## src/rtl/apb_arbiter_if.sv

```systemverilog
// apb_arbiter_if: requester handshakes plus the shared APB bus of the arbiter
interface apb_arbiter_if #(parameter int AW = 16, parameter int DW = 16);
  logic          req0, write0, done0, err0;
  logic          req1, write1, done1, err1;
  logic [AW-1:0] addr0, addr1, paddr;
  logic [DW-1:0] wdata0, wdata1, rdata, pwdata, prdata;
  logic          pwrite, psel, penable, pready;
  modport master (
    input  req0, addr0, write0, wdata0, req1, addr1, write1, wdata1, prdata, pready,
    output done0, err0, done1, err1, rdata, paddr, pwrite, pwdata, psel, penable
  );
  modport slave (
    output req0, addr0, write0, wdata0, req1, addr1, write1, wdata1, prdata, pready,
    input  done0, err0, done1, err1, rdata, paddr, pwrite, pwdata, psel, penable
  );
endinterface

```

## src/rtl/apb_arbiter.sv

```systemverilog
// apb_arbiter: round-robin two-requester APB master with ACCESS-phase timeout
module apb_arbiter #(
  parameter int TIMEOUT = 16,
  parameter int AW = 16,
  parameter int DW = 16
) (
  input logic clk,
  input logic reset,
  apb_arbiter_if.master bus
);
  localparam int CW = TIMEOUT > 1 ? $clog2(TIMEOUT) : 1;
  localparam logic [CW-1:0] TMAX = CW'(TIMEOUT > 0 ? TIMEOUT - 1 : 0);
  typedef enum logic [1:0] {IDLE, SETUP, ACCESS} state_e;
  state_e        state_q, state_d;
  logic [AW-1:0] paddr_q, paddr_d;
  logic [DW-1:0] pwdata_q, pwdata_d, rdata_q, rdata_d;
  logic [CW-1:0] cnt_q, cnt_d;
  logic          pwrite_q, pwrite_d, psel_q, psel_d, penable_q, penable_d;
  logic          done0_q, done0_d, done1_q, done1_d, err0_q, err0_d, err1_q, err1_d;
  logic          last_q, last_d;
  logic          e0, e1, pick, tmo;
  // a requester whose done pulse is still high must wait one cycle to re-arm
  assign e0 = bus.req0 & ~done0_q;
  assign e1 = bus.req1 & ~done1_q;
  assign pick = e0 & e1 ? ~last_q : e1;
  assign tmo = TIMEOUT != 0 && cnt_q == TMAX;
  always_comb begin
    state_d = state_q;
    paddr_d = paddr_q;
    pwrite_d = pwrite_q;
    pwdata_d = pwdata_q;
    rdata_d = rdata_q;
    psel_d = psel_q;
    penable_d = penable_q;
    cnt_d = cnt_q;
    last_d = last_q;
    done0_d = 1'b0;
    done1_d = 1'b0;
    err0_d = 1'b0;
    err1_d = 1'b0;
    case (state_q)
      IDLE: if (e0 | e1) begin
        last_d = pick;
        paddr_d = pick ? bus.addr1 : bus.addr0;
        pwrite_d = pick ? bus.write1 : bus.write0;
        pwdata_d = pick ? bus.wdata1 : bus.wdata0;
        psel_d = 1'b1;
        state_d = SETUP;
      end
      SETUP: begin
        penable_d = 1'b1;
        cnt_d = '0;
        state_d = ACCESS;
      end
      ACCESS: if (bus.pready | tmo) begin
        rdata_d = pwrite_q ? rdata_q : bus.pready ? bus.prdata : '0;
        done0_d = ~last_q;
        done1_d = last_q;
        err0_d = ~bus.pready & ~last_q;
        err1_d = ~bus.pready & last_q;
        psel_d = 1'b0;
        penable_d = 1'b0;
        state_d = IDLE;
      end else begin
        cnt_d = cnt_q + CW'(1);
      end
      default: state_d = IDLE;
    endcase
  end
  always_ff @(posedge clk) begin
    if (reset) begin
      state_q <= IDLE;
      paddr_q <= '0;
      pwrite_q <= 1'b0;
      pwdata_q <= '0;
      rdata_q <= '0;
      psel_q <= 1'b0;
      penable_q <= 1'b0;
      cnt_q <= '0;
      last_q <= 1'b1;
      done0_q <= 1'b0;
      done1_q <= 1'b0;
      err0_q <= 1'b0;
      err1_q <= 1'b0;
    end else begin
      state_q <= state_d;
      paddr_q <= paddr_d;
      pwrite_q <= pwrite_d;
      pwdata_q <= pwdata_d;
      rdata_q <= rdata_d;
      psel_q <= psel_d;
      penable_q <= penable_d;
      cnt_q <= cnt_d;
      last_q <= last_d;
      done0_q <= done0_d;
      done1_q <= done1_d;
      err0_q <= err0_d;
      err1_q <= err1_d;
    end
  end
  assign bus.paddr = paddr_q;
  assign bus.pwrite = pwrite_q;
  assign bus.pwdata = pwdata_q;
  assign bus.rdata = rdata_q;
  assign bus.psel = psel_q;
  assign bus.penable = penable_q;
  assign bus.done0 = done0_q;
  assign bus.done1 = done1_q;
  assign bus.err0 = err0_q;
  assign bus.err1 = err1_q;
endmodule

```

## src/flat_wrapper.sv

```systemverilog
// flat-port wrapper written by rule: the top's interface ports become plain ports
module apb_arbiter_flat 
#(
  parameter int TIMEOUT = 16,
  parameter int AW = 16,
  parameter int DW = 16
)
  (clk, reset, bus_req0, bus_addr0, bus_write0, bus_wdata0, bus_req1, bus_addr1, bus_write1, bus_wdata1, bus_prdata, bus_pready, bus_done0, bus_err0, bus_done1, bus_err1, bus_rdata, bus_paddr, bus_pwrite, bus_pwdata, bus_psel, bus_penable);
  apb_arbiter_if #(.AW(AW), .DW(DW)) bus_i ();
  input logic clk;
  input logic reset;
  input wire logic [$bits(bus_i.req0)-1:0] bus_req0;
  input wire logic [$bits(bus_i.addr0)-1:0] bus_addr0;
  input wire logic [$bits(bus_i.write0)-1:0] bus_write0;
  input wire logic [$bits(bus_i.wdata0)-1:0] bus_wdata0;
  input wire logic [$bits(bus_i.req1)-1:0] bus_req1;
  input wire logic [$bits(bus_i.addr1)-1:0] bus_addr1;
  input wire logic [$bits(bus_i.write1)-1:0] bus_write1;
  input wire logic [$bits(bus_i.wdata1)-1:0] bus_wdata1;
  input wire logic [$bits(bus_i.prdata)-1:0] bus_prdata;
  input wire logic [$bits(bus_i.pready)-1:0] bus_pready;
  output wire logic [$bits(bus_i.done0)-1:0] bus_done0;
  output wire logic [$bits(bus_i.err0)-1:0] bus_err0;
  output wire logic [$bits(bus_i.done1)-1:0] bus_done1;
  output wire logic [$bits(bus_i.err1)-1:0] bus_err1;
  output wire logic [$bits(bus_i.rdata)-1:0] bus_rdata;
  output wire logic [$bits(bus_i.paddr)-1:0] bus_paddr;
  output wire logic [$bits(bus_i.pwrite)-1:0] bus_pwrite;
  output wire logic [$bits(bus_i.pwdata)-1:0] bus_pwdata;
  output wire logic [$bits(bus_i.psel)-1:0] bus_psel;
  output wire logic [$bits(bus_i.penable)-1:0] bus_penable;
  assign bus_i.req0 = bus_req0;
  assign bus_i.addr0 = bus_addr0;
  assign bus_i.write0 = bus_write0;
  assign bus_i.wdata0 = bus_wdata0;
  assign bus_i.req1 = bus_req1;
  assign bus_i.addr1 = bus_addr1;
  assign bus_i.write1 = bus_write1;
  assign bus_i.wdata1 = bus_wdata1;
  assign bus_i.prdata = bus_prdata;
  assign bus_i.pready = bus_pready;
  assign bus_done0 = bus_i.done0;
  assign bus_err0 = bus_i.err0;
  assign bus_done1 = bus_i.done1;
  assign bus_err1 = bus_i.err1;
  assign bus_rdata = bus_i.rdata;
  assign bus_paddr = bus_i.paddr;
  assign bus_pwrite = bus_i.pwrite;
  assign bus_pwdata = bus_i.pwdata;
  assign bus_psel = bus_i.psel;
  assign bus_penable = bus_i.penable;
  apb_arbiter #(.TIMEOUT(TIMEOUT), .AW(AW), .DW(DW)) u_core (.clk(clk), .reset(reset), .bus(bus_i));
endmodule
```

## config.mk

```make
export PLATFORM = sky130hd
export DESIGN_NAME = apb_arbiter_flat
export DESIGN_NICKNAME = d
export VERILOG_FILES = /design/src/rtl/apb_arbiter_if.sv /design/src/rtl/apb_arbiter.sv /design/src/flat_wrapper.sv
export SDC_FILE = /design/constraint.sdc
export NUM_CORES = 1
export LEC_CHECK = 0
export CORE_MARGIN = 3
export CORE_UTILIZATION = 43
export CTS_BUF_LIST = sky130_fd_sc_hd__clkbuf_8
export DETAILED_ROUTE_END_ITERATION = 12
export GPL_TIMING_DRIVEN = 0
export HOLD_SLACK_MARGIN = 0.15
export PLACE_DENSITY = 0.91
export SLEW_MARGIN = 15
export SYNTH_ARGS = -nofsm -noshare
export SYNTH_HDL_FRONTEND = slang
export SYNTH_SLANG_ARGS = --single-unit
```

## constraint.sdc

```tcl
create_clock -name clk -period 4.2 [get_ports clk]
set_clock_uncertainty 0.2 [all_clocks]
set_input_delay 0.42 -clock clk [delete_from_list [all_inputs] [get_ports clk]]
set_output_delay 0.42 -clock clk [all_outputs]
set_load 0.01 [all_outputs]
```

==> results.py <==
metrics = {
    "setup_path": {
        "cp-start-kind": "input port",
        "r2r_cells": 7,
        "cp-startpoint": "bus_pready",
        "cp.required_ps": 4200,
        "crit_arrival_ps": 2010,
        "cp_cell_sequence": "clkdlybuf4s50_1, a31oi_1, or3_1, buf_2, buf_6, a22oi_2, nor2_1",
        "crit_family": "buffers and inverters",
        "cp_max_fo": 10,
        "r2r_slack_ps": 2230,
        "worstSetupEndpointType": "register",
        "path_class": "in2reg",
        "max_stage_delay_ps": 610,
        "cp_num_buf_inv": 3,
        "crit_path_top_delay_cell": "clkdlybuf4s50_1",
        "r2r-start": "u_core.cnt_q[0]",
        "timing.rr.end": "u_core.bus.rdata[11]",
    },
    "finish": {
        "fill_cells": 440,
        "syn2layout_area_growth_pct": 67.1,
        "ff_latch_area_mm2": 0.00124,
        "drive_gt1_share_pct": 10.2,
        "design_area_mm2": 0.00427,
        "nNetsFinal": 536,
        "multiInputGateArea_mm2": 0.00119,
        "antenna_cells": 0,
        "final_cells": 525,
    },
    "synth": {
        "yosys.area.top_type": "dfxtp_1",
        "yosys.area_share.adder_pct": 0.490,
        "netlist_area_mm2": 0.00255,
        "synth_top_family_by_area": "compound AO/OA/AOI/OAI gates",
        "syn_nets": 385,
        "syn_inst": 297,
        "synthXorXnorAreaFrac_pct": 0,
        "synth_top_area_share_pct": 48.6,
        "ys_top_cells_by_area": "dfxtp_1 49%, a211oi_1 8.5%, a21oi_1 7.8%",
        "synth_compound_area_share_pct": 26.2,
        "yosys.area_share.simple_pct": 19.2,
        "syn_area_per_cell_um2": 8.60,
        "yosys_warnings": 0,
        "synthMuxAreaShare_pct": 0.833,
        "synth-seq-cells": 62,
        "synth.distinct_cells": 35,
        "seq_area_frac_synth_pct": 48.6,
    },
    "place": {
        "hpwl_um": 6050,
        "gp_congestion": 0.878,
        "dpl_cell_area_mm2": 0.00405,
        "port_buffers": 140,
        "dp_cells": 509,
    },
    "route": {
        "drc": 0,
        "wirelength_um": 7850,
        "ant_nets": 0,
        "first_pass_iters": 4,
        "routed_via_density": 5.12,
        "dr.first_iter.drc_count": 131,
        "via_count": 2688,
        "wl_per_cell_um": 15.0,
    },
    "global_route": {
        "grt_first_pass_wirelength_um": 12700,
        "grt_pass1_vias": 2665,
        "grt_start_max_net_pins": 12,
        "grt_antenna_before_repair": 0,
        "track_usage_pct": 22.7,
        "gr-total-overflow": 0,
    },
    "hold_path": {
        "holdPathStages": 1,
        "hold_class": "reg2reg",
        "hp-start": "u_core.last_q",
        "holdPathEnd": "u_core.bus.done0",
    },
    "status": {
        "status": "finished, final reports clean",
    },
    "clocking": {
        "cts-root-buf": "clkbuf_8",
        "cts-hold-fix-buffers": 0,
        "clk-insertion-delay-late_ps": 330,
        "cts.path.max_buffers": 2,
        "clkSlewWorstSetupHoldPaths_ps": 70,
        "cts_inserted_buffers": 9,
        "cts_htree_levels": 3,
        "post_cts_buffers": 0,
        "cts.sinks": 62,
        "cts_tree": "built",
        "cts_resized": 0,
    },
    "timing": {
        "fmax_mhz": 497,
        "final-setup-viol-count": 0,
        "tightest_slew_ps": 478,
        "tns_ps": 0,
        "finalCritPeriodShare_pct": 47.9,
        "rsz0062_at_grt": "no",
        "slew_headroom_pct": 68.1,
        "final_hold_viol_count": 0,
        "post-route-min-period_ps": 2010,
        "slew_viol_final": 0,
    },
    "pwr": {
        "p_leak_nw": 1.64,
        "power.density_mw_per_mm2": 383,
        "ir_drop_uv": 244,
    },
    "die": {
        "die_h_um": 83.1,
        "fp-row-count": 27,
        "start_util_pct": 45.3,
        "io-pin-count": 142,
        "die_area_mm2": 0.00690,
        "die_width_um": 83.1,
        "core_area_mm2": 0.00564,
    },
    "flow_run": {
        "maxCapViolations": 0,
    },
}
==> cell families (layout without fill, tap and decap cells) <==
logic type | after synthesis | count (layout)
and+or+nand+nor | 110 | 110
adders and majority gates | 1 | 1
buffers and inverters | 25 | 181
muxes | 2 | 2
DFF | 62 | 62
AOI/OAI and AO/OA | 97 | 97
==> worst max-delay path by stage <==
stage	endpoint	slack [ps]	cells after the start
after global placement	u_core.bus.rdata[12]	1900	7
final	u_core.bus.rdata[11]	2190	7
after CTS	u_core.bus.rdata[10]	2210	7
after detailed placement	u_core.bus.rdata[6]	1860	7
after floorplan	u_core.bus.rdata[6]	2470	7
after global routing	u_core.bus.pwdata[5]	2060	7
==> synthesized netlist by cell type (all sizes together) <==
master  count
a211oi     29
a21oi      40
a221oi      1
a22oi      16
a31oi       1
and2        1
and2b       1
buf        15
clkbuf      8
dfxtp      62
ha          1
inv         2
mux2        1
mux2i       1
nand2      38
nand2b      4
nand3       3
nand3b      1
nand4       1
nor2       51
nor2b       3
nor3        2
nor3b       3
o211ai      1
o21a        1
o21ai       7
o221a       1
or3         2
==> cell type report <==
class                           instances  area share [%]
Inverter                                2           0.176
Timing Repair Buffer                  140            32.8
Clock buffer                           10            3.22
Tap cell                               72            2.11
Buffer                                 23            2.67
Multi-Input combinational cell        210            27.9
Sequential cell                        62            29.1
Clock inverter                          6            1.99
==> layout by cell type (no fill, tap or decap), drive strengths merged, types with 3 or more instances in the layout <==
cell type      Yosys  routed
nor2              51      51
o21ai              7       7
a22oi             16      16
dfxtp             62      62
buf               15      15
nand2             38      38
clkdlybuf4s50      0     140
nand2b             4       4
nand3              3       3
a21oi             40      40
nor3b              3       3
nor2b              3       3
clkbuf             8      18
a211oi            29      29
==> flip-flops by register name, summed over array words and instances, names as in the netlist <==
register            cells
u_core.bus.err0         1
u_core.bus.pwrite       1
u_core.bus.paddr       16
u_core.bus.psel         1
u_core.bus.err1         1
u_core.cnt_q            4
u_core.bus.penable      1
u_core.state_q          2
u_core.bus.done0        1
u_core.last_q           1
u_core.bus.done1        1
u_core.bus.rdata       16
u_core.bus.pwdata      16
==> stage by stage <==
stage	hold slack (ps)	setup slack [ps]	util, %	power (mW)
floorplan	226	2470	-	0.855
global route	302	2060	75.6	1.72
finish	271	2190	75.6	1.64
detailed placement	264	1860	71.7	1.08
global placement	235	1900	71.7	1.06
CTS	274	2210	75.6	1.65
==> layer usage <==
| layer | GRT usage, % | vias up | share of wire, % |
|---|---|---|---|
| li1 | - | 1340 | - |
| met1 | 25.1 | 1216 | 40 |
| met2 | 39.5 | 115 | 50 |
| met3 | 6.75 | 17 | 7.8 |
| met4 | 11.0 | 0 | 2.8 |
| met5 | 0 | - | 0 |
==> report_power, final <==
group	switching, mW	total [mW]	internal [mW]
logic	0.175	0.392	0.217
clock network	0.224	0.572	0.348
registers	0.0311	0.671	0.640
(Power assumes the default switching activity.)
